`src/rtl/expr_result_unpacker.sv`:
```
// expr_result_unpacker
// Takes one packed 90-bit expression-result word {y0..y17} over valid/ready.
// Emits its 18 fields one per beat, y0 first, each extended to 6 bits.
// Field widths cycle 4,5,6. Fields 3-5, 9-11 and 15-17 are signed.
// A running XOR of the extended fields is reported on the last beat.
//
// state | meaning
// IDLE  | no word held, ready for a new word
// SEND  | presenting field idx_q of the held word
module expr_result_unpacker #(
  parameter bit SIGN_EXT = 1'b1,
  parameter int NFIELDS  = 18
) (
  input  logic        clk,
  input  logic        rst,
  input  logic        in_valid,
  output logic        in_ready,
  input  logic [89:0] in_word,
  output logic        out_valid,
  input  logic        out_ready,
  output logic [5:0]  out_field,
  output logic [4:0]  out_index,
  output logic        out_signed,
  output logic        out_last,
  output logic [5:0]  out_xor
);

  localparam logic [4:0] LAST = 5'(NFIELDS - 1);

  typedef enum logic {IDLE, SEND} state_t;

  state_t      state_q, state_d;
  logic [89:0] buf_q, buf_d;
  logic [4:0]  idx_q, idx_d;
  logic [5:0]  acc_q, acc_d;

  logic [2:0]  fld_w;
  logic        fld_sg;
  logic [5:0]  top6;
  logic [5:0]  fld_ext;
  logic        is_last;

  function automatic logic [2:0] field_width(input logic [4:0] i);
    case (i)
      5'd0, 5'd3, 5'd6, 5'd9, 5'd12, 5'd15: field_width = 3'd4;
      5'd1, 5'd4, 5'd7, 5'd10, 5'd13, 5'd16: field_width = 3'd5;
      default:                               field_width = 3'd6;
    endcase
  endfunction

  function automatic logic field_signed(input logic [4:0] i);
    field_signed = (i >= 5'd3 && i <= 5'd5) || (i >= 5'd9 && i <= 5'd11) ||
                   (i >= 5'd15 && i <= 5'd17);
  endfunction

  // Field decode: the current field always sits at the top of the buffer.
  always_comb begin
    fld_w   = field_width(idx_q);
    fld_sg  = field_signed(idx_q);
    top6    = buf_q[89:84];
    is_last = (idx_q == LAST);
    case (fld_w)
      3'd4: begin
        if (SIGN_EXT && fld_sg) fld_ext = {{2{top6[5]}}, top6[5:2]};
        else                    fld_ext = {2'b00, top6[5:2]};
      end
      3'd5: begin
        if (SIGN_EXT && fld_sg) fld_ext = {top6[5], top6[5:1]};
        else                    fld_ext = {1'b0, top6[5:1]};
      end
      default: fld_ext = top6;
    endcase
  end

  // Next-state, datapath update and beat outputs.
  always_comb begin
    state_d    = state_q;
    buf_d      = buf_q;
    idx_d      = idx_q;
    acc_d      = acc_q;
    in_ready   = 1'b0;
    out_valid  = 1'b0;
    out_field  = 6'd0;
    out_index  = 5'd0;
    out_signed = 1'b0;
    out_last   = 1'b0;
    out_xor    = 6'd0;
    case (state_q)
      IDLE: begin
        in_ready = 1'b1;
        if (in_valid) begin
          buf_d   = in_word;
          idx_d   = 5'd0;
          acc_d   = 6'd0;
          state_d = SEND;
        end
      end
      SEND: begin
        out_valid  = 1'b1;
        out_field  = fld_ext;
        out_index  = idx_q;
        out_signed = fld_sg;
        out_last   = is_last;
        // The next word may only enter when the last beat is leaving.
        in_ready   = is_last && out_ready;
        if (is_last) out_xor = acc_q ^ fld_ext;
        if (out_ready) begin
          if (!is_last) begin
            buf_d = buf_q << fld_w;
            acc_d = acc_q ^ fld_ext;
            idx_d = idx_q + 5'd1;
          end else begin
            acc_d = 6'd0;
            idx_d = 5'd0;
            if (in_valid) buf_d = in_word;
            else          state_d = IDLE;
          end
        end
      end
      default: state_d = IDLE;
    endcase
  end

  // State and datapath registers; reset drops any word in flight.
  always_ff @(posedge clk or posedge rst) begin
    if (rst) begin
      state_q <= IDLE;
      buf_q   <= '0;
      idx_q   <= 5'd0;
      acc_q   <= 6'd0;
    end else begin
      state_q <= state_d;
      buf_q   <= buf_d;
      idx_q   <= idx_d;
      acc_q   <= acc_d;
    end
  end

endmodule

```
`config.mk`:
```
export PLATFORM = sky130hd
export DESIGN_NAME = expr_result_unpacker
export DESIGN_NICKNAME = d
export VERILOG_FILES = /design/src/rtl/expr_result_unpacker.sv
export SDC_FILE = /design/constraint.sdc
export NUM_CORES = 1
export LEC_CHECK = 0
export CORE_MARGIN = 10
export CORE_UTILIZATION = 45
export DETAILED_ROUTE_END_ITERATION = 7
export GPL_TIMING_DRIVEN = 0
export PLACE_DENSITY_LB_ADDON = 0.25
export SYNTH_ARGS = -nofsm -noshare
export SYNTH_HDL_FRONTEND = slang
export SYNTH_SLANG_ARGS = --single-unit
```
`constraint.sdc`:
```
create_clock -name clk -period 3.4 [get_ports clk]
set_input_delay 0.34 -clock clk [delete_from_list [all_inputs] [get_ports clk]]
set_output_delay 0.34 -clock clk [all_outputs]
set_load 0.01 [all_outputs]
```
Word level (Yosys, flattened, before mapping)
Memory sizes are Yosys's and may differ from the RTL's.
Index checks and enable logic that the tools add are counted.
Operators by class
  shift operators: 1
  muxes and demuxes: 27
  reduce and logical (&&, ||, !) cells: 7
  add/subtract/negate cells: 1
  equal/unequal tests: 5
  bitwise operators: 2
  order comparisons: 6
Operators by type and width (count)
  $mux W90: 3
  $pmux W90 S2: 1
  $shl A90 B3 Y90: 1
  $mux W6: 8
  $pmux W6 S2: 2
  $mux W5: 4
  $ge A5 B4 Y1 const B: 2
  $pmux W5 S2: 1
  $eq A3 B3 Y1 const B: 2
  $mux W1: 6
  $xor A6 B6 Y6: 1
  $add A5 B1 Y5 const B: 1
  $eq A5 B5 Y1 const B: 1
  $ge A5 B2 Y1 const B: 1
  $le A5 B3 Y1 const B: 1
  $le A5 B4 Y1 const B: 1
  $le A5 B5 Y1 const B: 1
  $logic_and A1 B1 Y1: 4
  $ne A2 B2 Y1 const B: 2
  $pmux W1 S2: 2
  $logic_or A1 B1 Y1: 2
  $reduce_and A2 Y1: 1
  $not A1 Y1: 1
Word-level totals
  flip-flop bits (word level): 102
  input port bits: 94
  memories kept: 1
  memory bits (read-only): 64
Memory list
  (no name shown): depth 32, width 2, rd ports 1, clocked after memory_dff 0, wr ports 0, line 44  | case (i)

Depth between registers and ports, before layout
Gate-level depths: netlist (run 1).
  depth after elaboration: 10
  gate-level depth with buffers: 12

Least setup slack after synthesis (run 1)
No wires, ideal clock.
  path kind: flip-flop to output port
  start: register idx_q[0]
  end: output port out_xor[0]
  required time: 3.060 ns
  path buffers: 2
  arrival time: 2.579 ns
  stages on the path, launching flop included: 11
  setup slack: 0.481 ns
  path through: dfrtp_1 -> clkbuf_1 -> inv_1 -> ha_1 -> or2_1 -> a32oi_2 -> buf_6 -> mux2_2 -> mux2i_1 -> xnor2_1 -> nor2_1
Between the ends
  longest elaborated chain between the ends: 6
  elaborated cells between the ends (all ways): 8
  classes of those cells: 3 x eq/ne; 3 x mux; 1 x bitwise; 1 x memory
Ends and longest elaborated chain
  start: declaration: line 34  | logic [4:0] idx_q, idx_d;
  start signal: assignment: line 134  | idx_q <= idx_d;
  $mem_v2 Z32 W2
  $eq A3 B3 Y1: line 62  | case (fld_w)
  $pmux W6 S2: line 62
  $xor A6 B6 Y6: line 106  | if (is_last) out_xor = acc_q ^ fld_ext;
  $mux W6 *: line 106
  $mux W6 *: line 88  | case (state_q)
  end: declaration: line 25  | output logic [5:0] out_xor
Every way passes the cells marked *; elsewhere a longest branch is shown, timed or not.

Final worst setup path (run 1)
  start: register idx_q[1]
  end: output port out_field[3]
Between the ends
  longest elaborated chain between the ends: 4
  elaborated cells between the ends (all ways): 5
  classes of those cells: 2 x eq/ne; 2 x mux; 1 x memory
Ends and longest elaborated chain
  $mem_v2 Z32 W2 *
  $eq A3 B3 Y1: line 62
  $pmux W6 S2 *: line 62
  $mux W6 *: line 88
  end: declaration: line 21  | output logic [5:0] out_field,
Marked as above.

==> impl_results.md, run 1 <==
- Run status: completed
- Main synth FF type: dfrtp_1
- CTS tree: done
- XOR/XNOR Fraction of Synth Area: 0.006148
- Vias per cell: 6.807
- Cells after Synth: 1052
- Number of global-route vias before repair: 9323
- Slowest stage delay, CP: 0.41 ns
- Initial antenna violation count: 0
- Comb power frac: 0.700
- Total chip power: 12630 uW
- Capturing point of the worst reg2reg path: buf_q[16]
- Clock-pin transition on the worst setup and hold timing paths: 0.08 ns
- Crit path kind: flip-flop to primary output
- Final setup viols: 0
- Pleak: 0.003956 uW
- Worst-path fanout max: 9
- Grt ovf: 0
- Slew Viols, Final: 0
- Met2 WL: 14.31 mm
- I/O Pins: 115
- CP bufs+invs: 5
- Synth warnings: 0
- Least-Margin Pin Slew: 1.107 ns
- Delay-heaviest family, CP: buffers and inverters
- Internal: 6301 uW
- CTS Buf Count: 9
- Clock buffer depth: 2
- Final nets: 1287
- Critical path, cell by cell: buf_4, inv_2, ha_4, or2_1, a32oi_2, buf_6, mux2_2, mux2i_4, buf_4, nor2_1, dlygate4sd2_1
- Most used cell, CP: buf_4
- Most frequent cells in the layout: 161 x nor3_1, 104 x nor2_1, 104 x clkdlybuf4s50_1, 102 x dfrtp_1, 93 x a21oi_1
- Die Span Y: 157.8 um
- Max Freq: 0.3004 GHz
- Antenna viol nets, final: 0
- Rows: 50
- Final hold vios: 0
- Slew Limit Headroom: 0.2596
- DP Worst Slack: -0.5023 ns
- Largest family of logic cells by synthesized area: compound AO/OA/AOI/OAI gates
- Post-DP Area: 10010 um2
- Final period utilization: 0.9792
- Simple-gate share of the synthesized area: 0.1828
- Post-synth EDFFs: 0
- Via count: 9713
- CP max stage cell: dfrtp_1
- RSZ-0062 raised after global routing: true
- Die area: 24910 um2
- CP startpoint: idx_q[1]
- Minimum clock period: 3.329 ns
- Ant. Diodes: 0
- Data arrival, critical path: 2.99 ns
- Final wirelength: 31.31 mm
- Setup crit end kind: primary output
- Layout cells sized above 1: 0.07544
- FF-to-FF Start: idx_q[1]
- Area Overhead vs Synth: 22.48%
- Synthesized Nets: 1151
- Routability congestion estimate: 0.8978
- Final Core Density: 0.5597
- Power Dens Cells: 1206 nW/um2
- Met1 wire length: 13.17 mm
- Compound-cell area share of the yosys netlist: 0.3206
- Total core area: 18710 um2
- Min Hold Slack: 0.4129 ns
- R2R cell count: 13
- Final Skew: 0.01324 ns
- Crit start category: flip-flop
- FF+latch count, synth: 102
- HP Class: input port to asynchronous set/reset pin
- Total GRT Usage: 0.2428
- Maxcap violations: 0
- Post-route cell area: 10470 um2
- Fraction of registers with async set or reset after synthesis: 1.000
- Clock Latency Late Sink: 0.37 ns
- Critical Path End: out_field[3]
- Initial Utilization: 0.4570
- H-tree depth: 3
- First-pass GRT wire length: 49.45 mm
- DRC viols: 0
- Die Width: 157.8 um
- Sequential area share after synthesis: 0.2986
- WL per Instance: 21.94 um
- Iteration-0 DRC Markers: 1010
- Met3 wire length: 3.088 mm
- Distinct cells, synth: 53
- Switching power: 6327 uW
- Clock group share of total power: 0.084
- Synth Cell Area: 8548 um2
- DR top layer: met4
- Clock Tree Root: clkbuf_16
- R2R Setup Slk: 0.24 ns
- HPWL after DPL: 21.20 mm
- VDD IR max: 518.1 uV
- PortBufs: 114
- Instance count on the critical path: 11
- Sw Ratio: 0.5010
- CP required: 3.06 ns
- Syn_area_per_cell: 8.126 um2
- Largest net degree at the start of global routing: 60
- Setup ws final: 0.07065 ns
- Seq pwr share: 0.216
- Commonest non-fill, non-tap cell in the layout: nor3_1
- Router iterations before antenna repair: 5
- Post-synthesis mux area share: 0.1096
- CTS sink cnt: 102
- Post-synthesis adder-cell area fraction: 0.007319
cell usage after synthesis, types with 3 or more instances:
cell type,n,share of area
dfrtp_1,102,0.30
buf_2,20,0.012
inv_1,15,0.0066
clkbuf_1,80,0.035
nor2_1,104,0.046
and2_1,6,0.0044
xnor2_1,5,0.0051
ha_1,5,0.0073
a22o_1,7,0.0072
a31oi_1,4,0.0029
nand3_1,9,0.0053
and3_1,4,0.0029
nand2_1,23,0.010
nor3_1,161,0.094
o22ai_1,82,0.060
a22oi_1,3,0.0026
o31ai_1,80,0.070
o21a_1,3,0.0026
or3_1,5,0.0037
o21ai_0,13,0.0076
o32a_1,79,0.093
buf_4,5,0.0044
nor2b_1,5,0.0037
o32ai_1,3,0.0031
buf_6,13,0.017
mux2i_1,88,0.10
a21oi_1,93,0.054
mux2_2,5,0.0066
power groups by stage:
stage          logic, uW  registers [uW]  clock network, uW
3_3_place_gp        8180            2680                  0
3_5_place_dp        8320            2690                  0
2_1_floorplan       6410            2360                  0
5_1_grt             9550            2790               1100
4_1_cts             8600            2670               1070
6_report            8840            2730               1060
worst register-to-register path, delay by kind of cell, from the launching register on:
family | cells | cell delay, ns
AO/OA/AOI/OAI | 2 | 0.42
adder cells (fa/ha/maj) | 1 | 0.22
buffers and inverters | 7 | 1.37
flip-flops | 1 | 0.38
multiplexers | 1 | 0.20
AND/OR/NAND/NOR | 2 | 0.44
cell type report:
cell class,count,area (um2)
fill,1758,8235
multi-input combinational,817,5433
sequential,102,2552
timing repair buffer,125,1237
buffer,118,608.1
tap,234,292.8
clock buffer,13,270.3
inverter,15,58.81
clock inverter,3,17.52
sequential cells by signal, indices dropped and copies added (netlist names):
name     flops
acc_q        6
state_q      1
buf_q       90
idx_q        5
kinds of logic after synthesis:
| family | after synthesis |
|---|---|
| muxes | 93 |
| DFF | 102 |
| AOI/OAI and AO/OA | 383 |
| xor gates and xnor gates | 6 |
| and+or+nand+nor | 330 |
| adders and majority gates | 5 |
| buffers and inverters | 133 |
routing by layer:
metal	global-route usage	vias up
met4	0.07168	0
met1	0.3235	4679
met2	0.3820	586
met5	0	-
li1	-	4381
met3	0.05753	67
repair_timing:
| action | 4_1_cts | 5_1_grt |
|---|---|---|
| gates resized for setup | 30 | 12 |
| hold buffers | 0 | 0 |
| pin swaps | 1 | 1 |
| setup endpoints to repair | 13 | 9 |
| setup buffers | 4 | 6 |
metrics by stage:
| step | setup TNS, ns | instances |
|---|---|---|
| 6_report | 0 | 1427 |
| 5_1_grt | -0.04311 | 1427 |
| 4_1_cts | 0 | 1421 |
| 3_5_place_dp | -2.254 | 1401 |
| 3_3_place_gp | -152.90 | 1400 |
| 2_1_floorplan | 0 | 1052 |
worst min-delay path by stage:
stage	to	slack, ns	depth (start not counted)
after floorplan	buf_q[0]	0.48	1
after global placement	acc_q[5]	0.51	2
after detailed placement	acc_q[5]	0.53	2
after CTS	buf_q[49]	0.44	2
after global routing	buf_q[49]	0.49	2
final	buf_q[60]	0.41	2
No activity file was read; power rests on OpenSTA's default activity.
==> run 2: changes to the inputs <==
Settings changed: CORE_ASPECT_RATIO set to 1.1, MAX_ROUTING_LAYER set to met4, RECOVER_POWER set to 50.
==> impl_results.md, run 2 (same netlist as run 1, synthesis figures left out) <==
- Via count: 9625 (-0.91%)
- CP required: 3.06 ns (about the same)
- VDD IR max: 514.2 uV (-0.75%)
- Final wirelength: 30.74 mm (-1.8%)
- WL per Instance: 21.45 um (-2.2%)
- I/O Pins: 115 (unchanged)
- Routability congestion estimate: 0.9028 (+0.56%)
- Initial Utilization: 0.4610 (+0.004009)
- Hold-fix buffers, CTS: 0 (unchanged)
- Clock buffer depth: 2 (unchanged)
- Total core area: 18540 um2 (-0.87%)
- PortBufs: 114 (unchanged)
- Slew Limit Headroom: -0.2888 (-0.5484)
- R2R cell count: 13 (unchanged)
- Fin cells: 1433 (+0.42%)
- Setup ws final: 0.07171 ns (+0.001061 ns)
- Critical path, cell by cell: clkbuf_4, inv_2, ha_4, or2_4, a32oi_2, buf_4, mux2_2, mux2i_4, buf_4, nor2_1, dlygate4sd2_1
- Run status: finished, violations left
- Failing checks: capacitance limit, slew limit
- Most used cell, CP: buf_4
- Data arrival, critical path: 2.99 ns (about the same)
- Total chip power: 12620 uW (about the same)
- Slowest stage delay, CP: 0.38 ns (-0.03 ns)
- Min Hold Slack: 0.5347 ns (+0.1218 ns)
- Final Core Density: 0.5650 (+0.005315)
- Crit start category: flip-flop
- Clock Tree Root: clkbuf_16
- Worst-path fanout max: 9 (unchanged)
- Final period utilization: 0.9789 (about the same)
- Die area: 24910 um2 (about the same)
- First-pass GRT wire length: 49.35 mm (-0.21%)
- DP Worst Slack: -0.4286 ns (+0.07363 ns)
- Max Freq: 0.3005 GHz (about the same)
- Most frequent cells in the layout: 161 x nor3_1, 104 x nor2_1, 103 x clkdlybuf4s50_1, 102 x dfrtp_1, 93 x a21oi_1
- Instance count on the critical path: 11 (unchanged)
- CTS Buf Count: 9 (unchanged)
- Max FFs per register: 90 (unchanged)
- Router iterations before antenna repair: 5 (unchanged)
- Commonest non-fill, non-tap cell in the layout: nor3_1
- Delay-heaviest family, CP: buffers and inverters
- CP bufs+invs: 5 (unchanged)
- Die Width: 151.4 um (-4.1%)
- Clock Latency Late Sink: 0.37 ns (about the same)
- Worst hold stages: 2
- Pleak: 0.003938 uW (-0.45%)
- HPWL after DPL: 20.70 mm (-2.3%)
- Initial antenna violation count: 0 (unchanged)
- Crit path kind: flip-flop to primary output
- Rows: 52 (+4.0%)
- Slew Viols, Final: 42 (+42)
- Least-Margin Pin Slew: 1.923 ns (+0.8161 ns)
- Largest net degree at the start of global routing: 63 (+5.0%)
- H-tree depth: 3 (unchanged)
- Final Skew: 0.01076 ns (-0.002481 ns)
- Placed Cells incl. Taps: 1410 (+0.64%)
- Die Span Y: 164.6 um (+4.3%)
- Maxcap violations: 1 (+1)
- Layout cells sized above 1: 0.07479 (-0.0006502)
- Iteration-0 DRC Markers: 1400 (+39%)
- RSZ-0062 raised after global routing: false
- Grt ovf: 0 (unchanged)
- Final setup viols: 0 (unchanged)
- CTS sink cnt: 102 (unchanged)
- CTS tree: done
- Area Overhead vs Synth: 22.57% (about the same)
- Number of global-route vias before repair: 9219 (-1.1%)
- Clock-pin transition on the worst setup and hold timing paths: 0.08 ns (about the same)
- Final nets: 1284 (-0.23%)
- Setup crit end kind: primary output
- Final hold vios: 0 (unchanged)
- HP Class: flip-flop to flip-flop
- Largest reg by FF count: buf_q
- Power Dens Cells: 1204 nW/um2 (-0.16%)
- Antenna viol nets, final: 0 (unchanged)
- Minimum clock period: 3.328 ns (-0.001061 ns)
- CP max stage cell: dfrtp_1
- DRC viols: 0 (unchanged)
- Total GRT Usage: 0.2486 (+0.005781)
- Largest registers: buf_q x90, acc_q x6, idx_q x5
- Vias per cell: 6.717 (-1.3%)
- Ant. Diodes: 0 (unchanged)
==> run 2: cell type report <==
| cell class | instances | area [um2] |
|---|---|---|
| buffer | 118 | 609.3 |
| clock buffer | 9 | 225.2 |
| clock inverter | 7 | 97.59 |
| fill | 1722 | 8065 |
| inverter | 15 | 60.06 |
| multi-input combinational | 817 | 5435 |
| sequential | 102 | 2552 |
| tap | 243 | 304.0 |
| timing repair buffer | 122 | 1194 |
==> run 2: report_power, final <==
| group | leakage (uW) | switching (uW) | total (uW) | internal (uW) |
|---|---|---|---|---|
| combinational | 0.00248 | 4790 | 8720 | 3930 |
| clock | 0.000152 | 534 | 1180 | 649 |
| sequential | 0.00130 | 943 | 2710 | 1770 |
| total | 0.00394 | 6270 | 12600 | 6350 |
==> run 2: layer usage <==
metal  global-route usage  up-vias  wire (um)  share of wire
met4              0.09282        0        805          0.026
met5                    -        -          0              0
met2               0.3797      546      14570           0.47
met1               0.3341     4636      12880           0.42
li1                     -     4372          -              -
met3              0.02464       71       2490          0.081
==> run 2: what timing repair did <==
action,in CTS,in global routing
setup buffers,4,3
pin swaps,1,1
gates resized for setup,26,17
endpoints found under the setup margin,13,9
==> run 2: final timing paths <==
path / start / to / slack, ns
setup / recovery: idx_q[1] / out_field[2] / 0.07
min in group asynchronous: rst / buf_q[47] / 0.90
hold / removal: acc_q[5] / acc_q[5] / 0.53
hold reg to reg: acc_q[5] / acc_q[5] / 0.53
max in group asynchronous: rst / idx_q[2] / 0.75
setup reg to reg: idx_q[1] / buf_q[14] / 0.30
==> run 2: worst register-to-register path, stage by stage, from the launching register on <==
cell and delay, ns:
dfrtp_1 0.35, clkbuf_4 0.19, inv_2 0.07, ha_1 0.22, buf_6 0.16, mux2i_1 0.16, a32oi_2 0.12, buf_6 0.16
buf_4 0.17, nand2_1 0.42, buf_2 0.33, buf_2 0.27, nor3_1 0.08, o31ai_1 0.29
==> run 2: metrics by stage <==
stage / TNS (ns) / cell area (um2)
2_1_floorplan: 0 / 8548
4_1_cts: 0 / 10450
3_3_place_gp: -149.75 / 9993
5_1_grt: 0 / 10480
6_report: 0 / 10480
3_5_place_dp: -2.038 / 10020
==> run 3: changes to the inputs <==
Settings changed: CORE_MARGIN 10 to 5.
Clock period 3.4 ns to 3.05 ns, I/O delays scaled along.
==> impl_results.md, run 3 (same netlist as run 1, synthesis figures left out) <==
- CTS sink cnt: 102 (unchanged)
- Largest net degree at the start of global routing: 64 (+1.6%)
- Final TNS setup: -0.1864 ns (-0.1864 ns)
- Max Freq: 0.3197 GHz
- DRC viols: 0 (unchanged)
- Final wirelength: 30.71 mm (-0.10%)
- Slew Viols, Final: 41 (-2.4%)
- Slew Limit Headroom: -0.2505 (+0.03829)
- Crit path kind: flip-flop to primary output
- Max FFs per register: 90 (unchanged)
- Critical path, cell by cell: clkbuf_8, inv_4, ha_4, or2_4, a32oi_2, buf_4, buf_4, mux2_4, mux2i_4, buf_6, xnor2_2, nor2_1, buf_2
- Vias per cell: 6.680 (-0.55%)
- Layout cells sized above 1: 0.1021 (+0.02728)
- Clock Latency Late Sink: 0.37 ns (about the same)
- First-pass GRT wire length: 49.21 mm (-0.28%)
- Final period utilization: 1.026
- VDD IR max: 763.6 uV (+49%)
- Die Span Y: 154.6 um (-6.1%)
- Maxcap violations: 1 (unchanged)
- Initial Utilization: 0.4610 (unchanged)
- WL per Instance: 21.21 um (-1.1%)
- Initial antenna violation count: 0 (unchanged)
- CP max stage cell: dfrtp_1
- Number of global-route vias before repair: 9241 (+0.24%)
- Area Overhead vs Synth: 24.77%
- Clock Tree Root: clkbuf_16
- Total core area: 18540 um2 (unchanged)
- Post-DP Area: 10020 um2 (unchanged)
- Slowest stage delay, CP: 0.40 ns (+0.02 ns)
- Ant. Diodes: 0 (unchanged)
- Pleak: 0.004037 uW (+2.5%)
- Clock-pin transition on the worst setup and hold timing paths: 0.08 ns (about the same)
- Via count: 9672 (+0.49%)
- CTS tree: done
- Run status: finished, violations left
- CP required: 2.74 ns (-0.32 ns)
- RSZ-0062 raised after global routing: true
- Post-route cell area: 10670 um2 (+1.8%)
- Router iterations before antenna repair: 6 (+1)
- Grt ovf: 0 (unchanged)
- Power Dens Cells: 1367 nW/um2 (+14%)
- Total GRT Usage: 0.2802 (+0.03164)
- I/O Pins: 115 (unchanged)
- Largest reg by FF count: buf_q
- Setup ws final: -0.07815 ns (-0.1499 ns)
- Setup crit end kind: primary output
- Antenna viol nets, final: 0 (unchanged)
- Data arrival, critical path: 2.82 ns (-0.17 ns)
- Iteration-0 DRC Markers: 1065 (-24%)
- Die Width: 141.4 um (-6.6%)
- Crit start category: flip-flop
- Commonest non-fill, non-tap cell in the layout: nor3_1
- Final nets: 1299 (+1.2%)
- Die area: 21850 um2 (-12%)
- Final Skew: 0.009792 ns (-0.0009632 ns)
- H-tree depth: 3 (unchanged)
- CTS Buf Count: 9 (unchanged)
- HPWL after DPL: 20.41 mm (-1.4%)
- HP Class: flip-flop to flip-flop
- Rows: 52 (unchanged)
- Most used cell, CP: buf_4
- Least-Margin Pin Slew: 1.866 ns (-0.05712 ns)
- PortBufs: 114 (unchanged)
- Minimum clock period: 3.128 ns
- Failing checks: capacitance limit, slew limit, setup timing
- Final setup viols: 3 (+3)
- Routability congestion estimate: 0.9257 (+2.5%)
- Worst-path fanout max: 4 (-5)
- Most frequent cells in the layout: 161 x nor3_1, 103 x nor2_1, 102 x dfrtp_1, 100 x clkdlybuf4s50_1, 92 x a21oi_1
- Final hold vios: 0 (unchanged)
- Largest registers: buf_q x90, acc_q x6, idx_q x5
- Clock buffer depth: 2 (unchanged)
-- run 3: changes by cell type in the layout (fill, tap and decap cells not counted), sizes merged --
cell,before,now
clkbuf,90,93
inv,15,16
dlygate4sd2,8,3
clkdlybuf4s50,103,100
dlymetal6s2s,1,0
bufinv,2,1
buf,45,66
-- run 3: worst paths after layout --
path | endpoint | slack (ns) | start | cells after the start
max | out_xor[2] | -0.08 | idx_q[1] | 13
min in group asynchronous | buf_q[48] | 0.85 | rst | 2
max reg2reg | buf_q[14] | 0.12 | idx_q[1] | 12
min reg2reg | acc_q[5] | 0.53 | acc_q[5] | 2
max in group asynchronous | buf_q[9] | 0.43 | rst | 3
min | acc_q[5] | 0.53 | acc_q[5] | 2
-- run 3: where the power goes --
| group | leakage, uW | internal [uW] | switching [uW] |
|---|---|---|---|
| combinational | 0.00259 | 4760 | 5520 |
| sequential | 0.00130 | 1970 | 1070 |
| clock | 0.000144 | 650 | 600 |
| total | 0.00404 | 7390 | 7190 |
-- run 3: layout make-up --
class / count / area [um2]
tap: 243 / 304.0
clock inverter: 7 / 82.58
inverter: 15 / 65.06
timing repair buffer: 140 / 1319
fill: 1712 / 7878
sequential: 102 / 2552
buffer: 115 / 609.3
clock buffer: 9 / 225.2
multi-input combinational: 817 / 5508
-- run 3: metrics by stage --
| step | std cells | hold WS, ns | worst slack (ns) | util | total power, uW |
|---|---|---|---|---|---|
| 2_1_floorplan | 1052 | 0.4450 | 0.06952 | - | 9778 |
| 3_3_place_gp | 1409 | 0.5073 | -1.818 | 0.5389 | 12080 |
| 3_5_place_dp | 1410 | 0.5182 | -0.7570 | 0.5406 | 12210 |
| 4_1_cts | 1445 | 0.3685 | -0.1254 | 0.5744 | 14290 |
| 5_1_grt | 1448 | 0.5635 | -0.1809 | 0.5752 | 15580 |
| 6_report | 1448 | 0.5321 | -0.07815 | 0.5752 | 14580 |
-- run 3: repair_timing --
action,4_1_cts,5_1_grt
buffers inserted,20,7
cloned,0,0
resized for setup,78,17
setup endpoints to repair,92,51
pin swaps,5,4
hold buffers,0,0
-- run 3: layer usage --
metal  part of all wire  track usage
met4              0.024       0.1024
met1               0.41       0.3754
met5                  0            -
met3              0.089      0.03922
met2               0.47       0.4341
-- run 3: worst max-delay path: cells and delay by family, from the launching register on --
family | cells | cell delay [ns]
flip-flops | 1 | 0.40
AO/OA/AOI/OAI | 1 | 0.24
multiplexers | 2 | 0.50
buffers and inverters | 6 | 0.75
AND/OR/NAND/NOR | 2 | 0.28
adder cells (fa/ha/maj) | 1 | 0.20
XOR/XNOR | 1 | 0.09
